$ cat config.mk
export PLATFORM = sky130hd
export DESIGN_NAME = mtm_alu_req_arbiter
export DESIGN_NICKNAME = d
export VERILOG_FILES = /design/src/rtl/mtm_alu_req_arbiter.sv
export SDC_FILE = /design/constraint.sdc
export NUM_CORES = 1
export LEC_CHECK = 0
export CORE_MARGIN = 4
export CORE_UTILIZATION = 40
export DETAILED_ROUTE_END_ITERATION = 10
export PLACE_DENSITY = 0.74
export SYNTH_ARGS = -nofsm -noshare
export SYNTH_HDL_FRONTEND = slang
export SYNTH_SLANG_ARGS = --single-unit
export TNS_END_PERCENT = 5
$ cat constraint.sdc
create_clock -name clk -period 5 [get_ports clk]
set_clock_uncertainty 0.05 [all_clocks]
set_input_delay 1.5 -clock clk [delete_from_list [all_inputs] [get_ports clk]]
set_output_delay 1.5 -clock clk [all_outputs]
set_load 0.01 [all_outputs]
$ cat src/rtl/mtm_alu_req_arbiter.sv
// Round-robin arbiter that shares one serial mtm_Alu between NUM_REQ requesters:
// frames the winner's operands onto sin and returns the deserialised sout reply.
module mtm_alu_req_arbiter #(
    parameter int unsigned NUM_REQ     = 2,
    parameter int unsigned TIMEOUT_CYC = 200
) (
    input  logic                    clk,
    input  logic                    rst,
    input  logic [NUM_REQ-1:0]      req_valid,
    output logic [NUM_REQ-1:0]      req_ready,
    input  logic [32*NUM_REQ-1:0]   req_a,
    input  logic [32*NUM_REQ-1:0]   req_b,
    input  logic [3*NUM_REQ-1:0]    req_op,
    output logic [NUM_REQ-1:0]      rsp_valid,
    output logic [31:0]             rsp_result,
    output logic [7:0]              rsp_ctl,
    output logic [1:0]              rsp_status,
    output logic                    sin,
    input  logic                    sout
);

    localparam int unsigned PTR_W      = (NUM_REQ > 1) ? $clog2(NUM_REQ) : 1;
    localparam int unsigned WAIT_W     = $clog2(TIMEOUT_CYC + 1);
    localparam int unsigned FRAME_BITS = 99;

    typedef enum logic [2:0] {IDLE, ARB, SEND, WAIT, RECV, DONE} state_t;

    state_t                  state;
    logic [PTR_W-1:0]        ptr;
    logic [PTR_W-1:0]        owner;
    logic [FRAME_BITS-2:0]   frame_sr;
    logic [6:0]              bit_cnt;
    logic [WAIT_W-1:0]       wait_cnt;
    logic [51:0]             rx_sr;
    logic [5:0]              rx_cnt;
    logic                    rx_type;

    logic                    grant_found;
    logic [PTR_W-1:0]        grant_idx;
    logic [PTR_W-1:0]        cand;
    logic [31:0]             a_arr  [NUM_REQ];
    logic [31:0]             b_arr  [NUM_REQ];
    logic [2:0]              op_arr [NUM_REQ];
    logic [31:0]             sel_a;
    logic [31:0]             sel_b;
    logic [2:0]              sel_op;
    logic [3:0]              crc;
    logic [FRAME_BITS-1:0]   frame;
    logic [NUM_REQ-1:0]      owner_mask;

    for (genvar i = 0; i < NUM_REQ; i++) begin : g_unpack
        assign a_arr[i]  = req_a[32*i +: 32];
        assign b_arr[i]  = req_b[32*i +: 32];
        assign op_arr[i] = req_op[3*i +: 3];
    end

    // CRC4, x^4+x+1, init 0, MSB first
    function automatic logic [3:0] crc4(input logic [67:0] bits);
        logic [3:0] c;
        logic       fb;
        c = '0;
        for (int i = 67; i >= 0; i--) begin
            fb = c[3] ^ bits[i];
            c  = {c[2:0], 1'b0} ^ {2'b00, fb, fb};
        end
        return c;
    endfunction

    function automatic logic [10:0] byte_frame(input logic typ, input logic [7:0] d);
        return {1'b0, typ, d, 1'b1};
    endfunction

    // First valid requester at or after the pointer, wrapping
    always_comb begin
        grant_found = 1'b0;
        grant_idx   = '0;
        cand        = '0;
        for (int unsigned k = 0; k < NUM_REQ; k++) begin
            cand = PTR_W'((32'(ptr) + k) % NUM_REQ);
            if (!grant_found && req_valid[cand]) begin
                grant_found = 1'b1;
                grant_idx   = cand;
            end
        end
    end

    assign sel_a      = a_arr[grant_idx];
    assign sel_b      = b_arr[grant_idx];
    assign sel_op     = op_arr[grant_idx];
    assign crc        = crc4({sel_a, sel_b, 1'b1, sel_op});
    assign owner_mask = NUM_REQ'(1) << owner;

    assign frame = {byte_frame(1'b0, sel_a[31:24]), byte_frame(1'b0, sel_a[23:16]),
                    byte_frame(1'b0, sel_a[15:8]),  byte_frame(1'b0, sel_a[7:0]),
                    byte_frame(1'b0, sel_b[31:24]), byte_frame(1'b0, sel_b[23:16]),
                    byte_frame(1'b0, sel_b[15:8]),  byte_frame(1'b0, sel_b[7:0]),
                    byte_frame(1'b1, {1'b0, sel_op, crc})};

    always_ff @(posedge clk) begin
        if (rst) begin
            state      <= IDLE;
            ptr        <= '0;
            owner      <= '0;
            sin        <= 1'b1;
            req_ready  <= '0;
            rsp_valid  <= '0;
            rsp_result <= '0;
            rsp_ctl    <= '0;
            rsp_status <= '0;
            frame_sr   <= '0;
            bit_cnt    <= '0;
            wait_cnt   <= '0;
            rx_sr      <= '0;
            rx_cnt     <= '0;
            rx_type    <= 1'b0;
        end else begin
            req_ready <= '0;
            rsp_valid <= '0;
            case (state)
                IDLE: begin
                    if (|req_valid) state <= ARB;
                end
                ARB: begin
                    // requester may have withdrawn since IDLE
                    if (grant_found) begin
                        req_ready <= NUM_REQ'(1) << grant_idx;
                        owner     <= grant_idx;
                        ptr       <= (grant_idx == PTR_W'(NUM_REQ - 1)) ? '0 : grant_idx + PTR_W'(1);
                        sin       <= frame[FRAME_BITS-1];
                        frame_sr  <= frame[FRAME_BITS-2:0];
                        bit_cnt   <= 7'd1;
                        state     <= SEND;
                    end else begin
                        state <= IDLE;
                    end
                end
                SEND: begin
                    if (bit_cnt == 7'(FRAME_BITS)) begin
                        sin      <= 1'b1;
                        wait_cnt <= WAIT_W'(1);
                        state    <= WAIT;
                    end else begin
                        sin      <= frame_sr[FRAME_BITS-2];
                        frame_sr <= {frame_sr[FRAME_BITS-3:0], 1'b0};
                        bit_cnt  <= bit_cnt + 7'd1;
                    end
                end
                WAIT: begin
                    if (!sout) begin
                        rx_sr  <= '0;
                        rx_cnt <= 6'd1;
                        state  <= RECV;
                    end else if (32'(wait_cnt) + 32'd1 >= TIMEOUT_CYC) begin
                        rsp_valid  <= owner_mask;
                        rsp_result <= '0;
                        rsp_ctl    <= '0;
                        rsp_status <= 2'b10;
                        state      <= DONE;
                    end else begin
                        wait_cnt <= wait_cnt + WAIT_W'(1);
                    end
                end
                RECV: begin
                    rx_sr  <= {rx_sr[50:0], sout};
                    rx_cnt <= rx_cnt + 6'd1;
                    if (rx_cnt == 6'd1) rx_type <= sout;
                    // current sout is the stop bit of the last byte
                    if (rx_type && rx_cnt == 6'd10) begin
                        rsp_valid  <= owner_mask;
                        rsp_result <= '0;
                        rsp_ctl    <= rx_sr[7:0];
                        rsp_status <= 2'b01;
                        state      <= DONE;
                    end else if (rx_cnt == 6'd54) begin
                        rsp_valid  <= owner_mask;
                        rsp_result <= {rx_sr[51:44], rx_sr[40:33], rx_sr[29:22], rx_sr[18:11]};
                        rsp_ctl    <= rx_sr[7:0];
                        rsp_status <= 2'b00;
                        state      <= DONE;
                    end
                end
                DONE: begin
                    state <= IDLE;
                end
                default: begin
                    state <= IDLE;
                end
            endcase
        end
    end

endmodule
# Word level (Yosys, flattened, before mapping)
# Index checks and enable logic that the tools add are counted.
# W data, S select, Z words.
[op_classes] n_addsub=6 magnitude_cmp=4 eq_ne=18 n_shift=2 muxes=63 bitwise=136 n_reduce_logical=17
[op_table] op="$mux W32" n=10
[op_table] op="$xor A4 B2 Y4" n=66
[op_table] op="$mux W98" n=2
[op_table] op="$pmux W98 S2" n=1
[op_table] op="$pmux W52 S2" n=1
[op_table] op="$pmux W32 S2" n=1
[op_table] op="$xor A1 B1 Y1" n=64
[op_table] op="$mux W8" n=7
[op_table] op="$mux W52" n=1
[op_table] op="$pmux W8 S2" n=2
[op_table] op="$mux W3" n=9
[op_table] op="$mux W2" n=9
[op_table] op="$ne A2 B2 Y1 const B" n=8
[op_table] op="$pmux W3 S5" n=1
[op_table] op="$mux W7" n=2
[op_table] op="$pmux W7 S2" n=1
[op_table] op="$pmux W6 S2" n=1
[op_table] op="$reduce_and A4 Y1" n=3
[op_table] op="$mux W1" n=11
[op_table] op="$add A8 B1 Y9 const B" n=1
[op_table] op="$ge A9 B8 Y1 const B" n=1
[op_table] op="$add A8 B1 Y8 const B" n=1
[op_table] op="$pmux W2 S2" n=2
[op_table] op="$reduce_and A2 Y1" n=4
[op_table] op="27 further kinds" n=37
[word_totals] register_bits=224 elab_cells=261

# Depth between registers and ports, before layout
[depth] ltp_word=144 depth_mapped=14 ltp_nobuf=11

# Least setup slack after synthesis
# OpenSTA, ideal clock, no wires.
[synth_timing] path_kind="input to register" from="in req_a[60]" to="reg frame_sr[3]" t_arrival_ns=4.422 path_slack_ns=0.442 stages=10 n_path_buf=0 path_cell_list="xor2_1 > xnor3_2 > mux2i_4 > xnor2_2 > xnor3_2 > xnor3_2 > xor3_1 > xnor2_2 > xnor3_1 > a221oi_2"
[synth_via] elab_chain_cells=92 elab_cells_between_ends=130 classes_between="5 x mux; 125 x bitwise"
[synth_rtl] element="from (decl)" line_no="11" rtl="input logic [32*NUM_REQ-1:0] req_a,"
[synth_rtl] element="$mux W32 (implied by the code) (*) (3 in a row)" line_no="87" rtl="assign sel_a = a_arr[grant_idx];"
[synth_rtl] element="$xor A1 B1 Y1 (*)" line_no="63" rtl="fb = c[3] ^ bits[i];"
[synth_rtl] element="$xor A4 B2 Y4 (*) (3 in a row)" line_no="64" rtl="c = {c[2:0], 1'b0} ^ {2'b00, fb, fb};"
[synth_rtl] element="$xor A1 B1 Y1" line_no="63"
[synth_rtl] element="$xor A4 B2 Y4 (*) (3 in a row)" line_no="64"
[synth_rtl] element="$xor A1 B1 Y1" line_no="63"
[synth_rtl] element="$xor A4 B2 Y4 (*) (3 in a row)" line_no="64"
[synth_rtl] element="$xor A1 B1 Y1" line_no="63"
[synth_rtl] element="[... 63 more ...]"
[synth_rtl] element="$xor A1 B1 Y1" line_no="63"
[synth_rtl] element="$xor A4 B2 Y4 (*) (3 in a row)" line_no="64"
[synth_rtl] element="$xor A1 B1 Y1" line_no="63"
[synth_rtl] element="$xor A4 B2 Y4 (*) (3 in a row)" line_no="64"
[synth_rtl] element="$xor A1 B1 Y1" line_no="63"
[synth_rtl] element="$xor A4 B2 Y4 (*) (2 in a row)" line_no="64"
[synth_rtl] element="$mux W98 (*)" line_no="125" rtl="if (grant_found) begin"
[synth_rtl] element="$pmux W98 S2 (*)" line_no="119" rtl="case (state)"
[synth_rtl] element="to (signal assigned)" line_no="130" rtl="frame_sr <= frame[FRAME_BITS-2:0];"
[synth_rtl] element="to (signal assigned)" line_no="144" rtl="frame_sr <= {frame_sr[FRAME_BITS-3:0], 1'b0};"
[synth_rtl] element="to (decl)" line_no="31" rtl="logic [FRAME_BITS-2:0] frame_sr;"
# Every way passes the cells marked *; elsewhere a longest branch is shown, timed or not. The select of a mux whose other input is x is not followed.
# A chain may end at the register's enable or synchronous reset.

# Final worst setup path
[layout_timing] from="in req_a[53]" to="reg frame_sr[3]"
[layout_via] elab_chain_cells=82 elab_cells_between_ends=116 classes_between="5 x mux; 111 x bitwise"
[layout_rtl] element="$mux W32 (implied by the code) (*) (3 in a row)" line_no="87"
[layout_rtl] element="$xor A1 B1 Y1 (*)" line_no="63"
[layout_rtl] element="$xor A4 B2 Y4 (*) (3 in a row)" line_no="64"
[layout_rtl] element="$xor A1 B1 Y1 / $xor A4 B2 Y4 (equally long branches)" line_no="63, 64"
[layout_rtl] element="$xor A4 B2 Y4 (*) (3 in a row)" line_no="64"
[layout_rtl] element="$xor A1 B1 Y1 / $xor A4 B2 Y4 (equally long branches)" line_no="63, 64"
[layout_rtl] element="$xor A4 B2 Y4 (*) (3 in a row)" line_no="64"
[layout_rtl] element="$xor A1 B1 Y1 / $xor A4 B2 Y4 (equally long branches)" line_no="63, 64"
[layout_rtl] element="[... 51 more ...]"
[layout_rtl] element="$xor A1 B1 Y1 / $xor A4 B2 Y4 (equally long branches)" line_no="63, 64"
[layout_rtl] element="$xor A4 B2 Y4 (*) (3 in a row)" line_no="64"
[layout_rtl] element="$xor A1 B1 Y1 / $xor A4 B2 Y4 (equally long branches)" line_no="63, 64"
[layout_rtl] element="$xor A4 B2 Y4 (*) (4 in a row)" line_no="64"
[layout_rtl] element="$xor A1 B1 Y1 / $xor A4 B2 Y4 (equally long branches)" line_no="63, 64"
[layout_rtl] element="$xor A4 B2 Y4 (*) (3 in a row)" line_no="64"
[layout_rtl] element="$mux W98 (*)" line_no="125"
[layout_rtl] element="$pmux W98 S2 (*)" line_no="119"
# Marks and branches as above.

==> results by group <==
Critical path
  – Worst path cell trace: clkdlybuf4s50_1, xnor3_1, xnor3_2, mux2i_4, xnor2_2, xnor3_2, xnor3_2, xor3_1, xnor2_2, xnor3_1, a221oi_2
  – CP Launch Point: req_a[53]
  – Cell family with most CP delay: XOR/XNOR gates
  – Worst r2r src: ptr$_SDFFE_PP0P_
  – CP max FO: 3
  – Startpoint types: input pin
  – Critical path endpoint category: flip-flop
  – Critical path arrival: 5.11 ns
  – Cell mode on critical path: xnor3_2
  – Worst path slowest cell: clkdlybuf4s50_1
  – WS Path Type: in2reg
  – Bufs and invs on worst path: 1
  – Req. time, crit path: approximately 5.4 ns
  – Max stage delay on crit path: between 0.5 and 0.6 ns

Yosys
  – Post-synthesis net count: 1,484
  – Synth Cell Area: roughly 12,000 µm²
  – Post-synth EDFFs: 0
  – Post-synthesis sequential element count: approximately 220
  – Count of cell types in the netlist: 50
  – Syn. warnings: 0
  – Post-synthesis cell count: between 1k and 1.5k
  – Synth Flop Type: dfxtp_1
  – Register area share after synthesis: 38.9%
  – Syn_area_per_cell: 8.62 µm²
  – Ys async rst share: 0%

STA
  – TNS Setup: 0 ns
  – Final setup viols: 0
  – Worst Max-Slew Pin Slew: 0.944 ns
  – Post-route clock period utilization: 94.7%
  – RSZ-0062 raised after global routing: false
  – Fmax: 211 MHz
  – Endpoints failing hold: 0
  – Final slew viol count: 0
  – Relative slew slack: a little under two fifths
  – Setup WS post-layout: 0.265 ns
  – Final worst path period need: about 4.7 ns

Clock tree
  – Cts bufs inserted: 24
  – Setup Fix Bufs, Post-CTS: 0
  – Sinks on Clock Net: 224
  – Latest clock arrival within the worst-skew pair: 0.51 ns
  – H-tree level count: 1
  – CTS Buffer Depth: 3
  – CTS tree: built
  – Post-CTS Resized: 0
  – Root buf cell: clkbuf_16
  – Hold buffer count at CTS: 0
  – Clock Pin Slew Worst Setup and Hold Paths: 0.06 ns

Placed design
  – DP HPWL: 22,700 µm
  – Port bufs: 185
  – GPL Wtd Cong: 0.877
  – Setup WS pre-CTS: -0.273 ns

Run status
  – Status: complete, no violations

Detailed routing
  – Initial drt markers: 747
  – Total wire length: 31,600 µm
  – First-pass DRT Iterations: 5
  – Avg WL per Cell: about 17 µm
  – DR vias: 10.2k
  – Post-DRT Antenna Nets: 0
  – Remaining DRCs: 0
  – Vias per Instance: 5.32

Global routing
  – GR Util All Layers: 18.9%
  – Largest net degree at the start of global routing: a little over 90
  – Antenna violations before repair: 0
  – Global-route wire length before repair: 49,700 µm
  – Vias in the first global route: 9,741
  – Total grt overflow: 0

Layout
  – # diodes: 0
  – Register Area: 4480 µm²
  – FILL cells: 2,600
  – Multi-input logic area: 6690 µm²
  – Layout cells sized above 1: 8.75%
  – Area grow syn2layout: 28.8%
  – # nets final: around 1.7k

Floorplanning
  – Row count: 61
  – Die area: ~32,000 µm²
  – Core ar.: 28,100 µm²
  – Die width: between 150 and 200 µm
  – I/O pin count: between 150 and 200
  – DIE HEIGHT: about 180 µm
  – Initial core utilization: 41.1%

Worst hold path
  – Hold crit path type: reg2reg
  – Worst min-delay path startpoint: frame_sr[86]$_SDFFE_PP0P_

Job
  – Maxcap violations: 0

Power
  – Max rail drop VDD: 0.000825 V
  – Leak: 5.79 nW
  – Power Dens Cells: roughly 440 nW/µm²
worst paths after layout:
kind,endpoint,slack [ns],cells past startpoint
worst max-delay path,frame_sr[3]$_SDFFE_PP0P_,0.26,11
worst min-delay path,frame_sr[87]$_SDFFE_PP0P_,0.40,2
worst max register to register,frame_sr[3]$_SDFFE_PP0P_,1.61,10
worst min register to register,frame_sr[87]$_SDFFE_PP0P_,0.40,2
layout make-up:
cell class	instances	area share (%)
inverter	4	0.101
multi-input combinational	1010	45.0
clock inverter	13	0.943
tap	378	3.18
clock buffer	31	4.49
timing repair buffer	249	16.1
sequential	224	30.2
layer usage:
| layer | vias to the layer above | share of wire, % | wire length (µm) | global-route usage [%] |
|---|---|---|---|---|
| li1 | 5003 | - | - | - |
| met1 | 4816 | 44 | 13900 | 25.4 |
| met2 | 296 | 46 | 14600 | 30.9 |
| met3 | 47 | 6.9 | 2170 | 3.47 |
| met4 | 0 | 2.9 | 910 | 5.93 |
| met5 | - | 0 | 0 | 0 |
where the power goes:
part / switching (mW) / internal (mW)
Clock: 0.716 / 1.05
Combinational: 1.26 / 1.60
Sequential: 0.0560 / 1.89
synthesized netlist by cell type (2+ instances only):
cell / count / area share (%)
clkbuf_1: 84 / 2.7
xnor2_2: 2 / 0.28
and2_1: 5 / 0.27
a22oi_1: 51 / 3.3
nor3_1: 15 / 0.65
a211oi_1: 3 / 0.20
a21o_1: 2 / 0.13
mux2i_1: 76 / 6.6
nand4b_1: 5 / 0.38
xnor2_1: 100 / 7.6
xnor3_2: 6 / 1.2
xor2_1: 41 / 3.1
nor2_1: 98 / 3.2
and3_1: 7 / 0.38
buf_2: 3 / 0.13
nand4_1: 4 / 0.22
o211ai_1: 67 / 4.4
ha_1: 6 / 0.65
xnor3_1: 20 / 3.9
o21ai_0: 13 / 0.56
dfxtp_1: 224 / 39
buf_1: 13 / 0.42
nor4b_1: 2 / 0.15
or3_1: 3 / 0.16
nor2b_1: 4 / 0.22
a221oi_1: 3 / 0.23
a21oi_1: 151 / 6.5
mux2_2: 6 / 0.59
nand2b_1: 2 / 0.11
nand2_1: 223 / 7.3
inv_1: 4 / 0.13
a31oi_1: 11 / 0.60
xor3_1: 3 / 0.62
nand3_1: 66 / 2.9
cell usage in the layout (no fill, tap or decap), types with 7 or more instances in the layout:
cell	synthesis	final
nand2_1	223	222
xnor3_1	20	20
buf_4	0	59
a22oi_1	51	51
mux2i_1	76	76
clkdlybuf4s50_1	0	184
o211ai_1	67	67
dfxtp_1	224	224
nand3_1	66	66
and3_1	7	7
a21oi_1	151	150
clkbuf_16	0	24
nor2_1	98	95
xnor2_1	100	100
nor3_1	15	15
o21ai_0	13	13
a31oi_1	11	11
xor2_1	41	41
flip-flops by register name (all words and copies together) (netlist names), 3 cells and up:
signal,cells
rsp_result,32
rx_cnt,6
bit_cnt,7
frame_sr,98
rsp_ctl,8
state,3
rx_sr,52
wait_cnt,8
worst min-delay path, stage by stage (launching register included):
cell	delay (ns)
dfxtp_1	0.31
nand2_1	0.05
a21oi_1	0.05
per-stage QoR:
stage / utilization [%] / hold WS, ns / cells / total power [mW] / cell area [µm²]
final: 52.9 / 0.398 / 1909 / 6.57 / 14900
after global routing: 52.9 / 0.414 / 1909 / 6.95 / 14900
after CTS: 52.9 / 0.403 / 1909 / 6.63 / 14900
after detailed placement: 50.1 / 0.392 / 1865 / 4.83 / 14100
after global placement: 50.1 / 0.386 / 1865 / 4.78 / 14100
after floorplan: - / 0.367 / 1339 / 4.13 / 11500
kinds of logic after synthesis:
| group | synth area share [%] |
|---|---|
| DFF | 38.9 |
| and+or+nand+nor | 16.4 |
| adders and majority gates | 0.650 |
| AOI/OAI and AO/OA | 16.5 |
| muxes | 7.37 |
| buffers and inverters | 3.51 |
| xor gates and xnor gates | 16.7 |
Power figures use the tool's default switching activity.
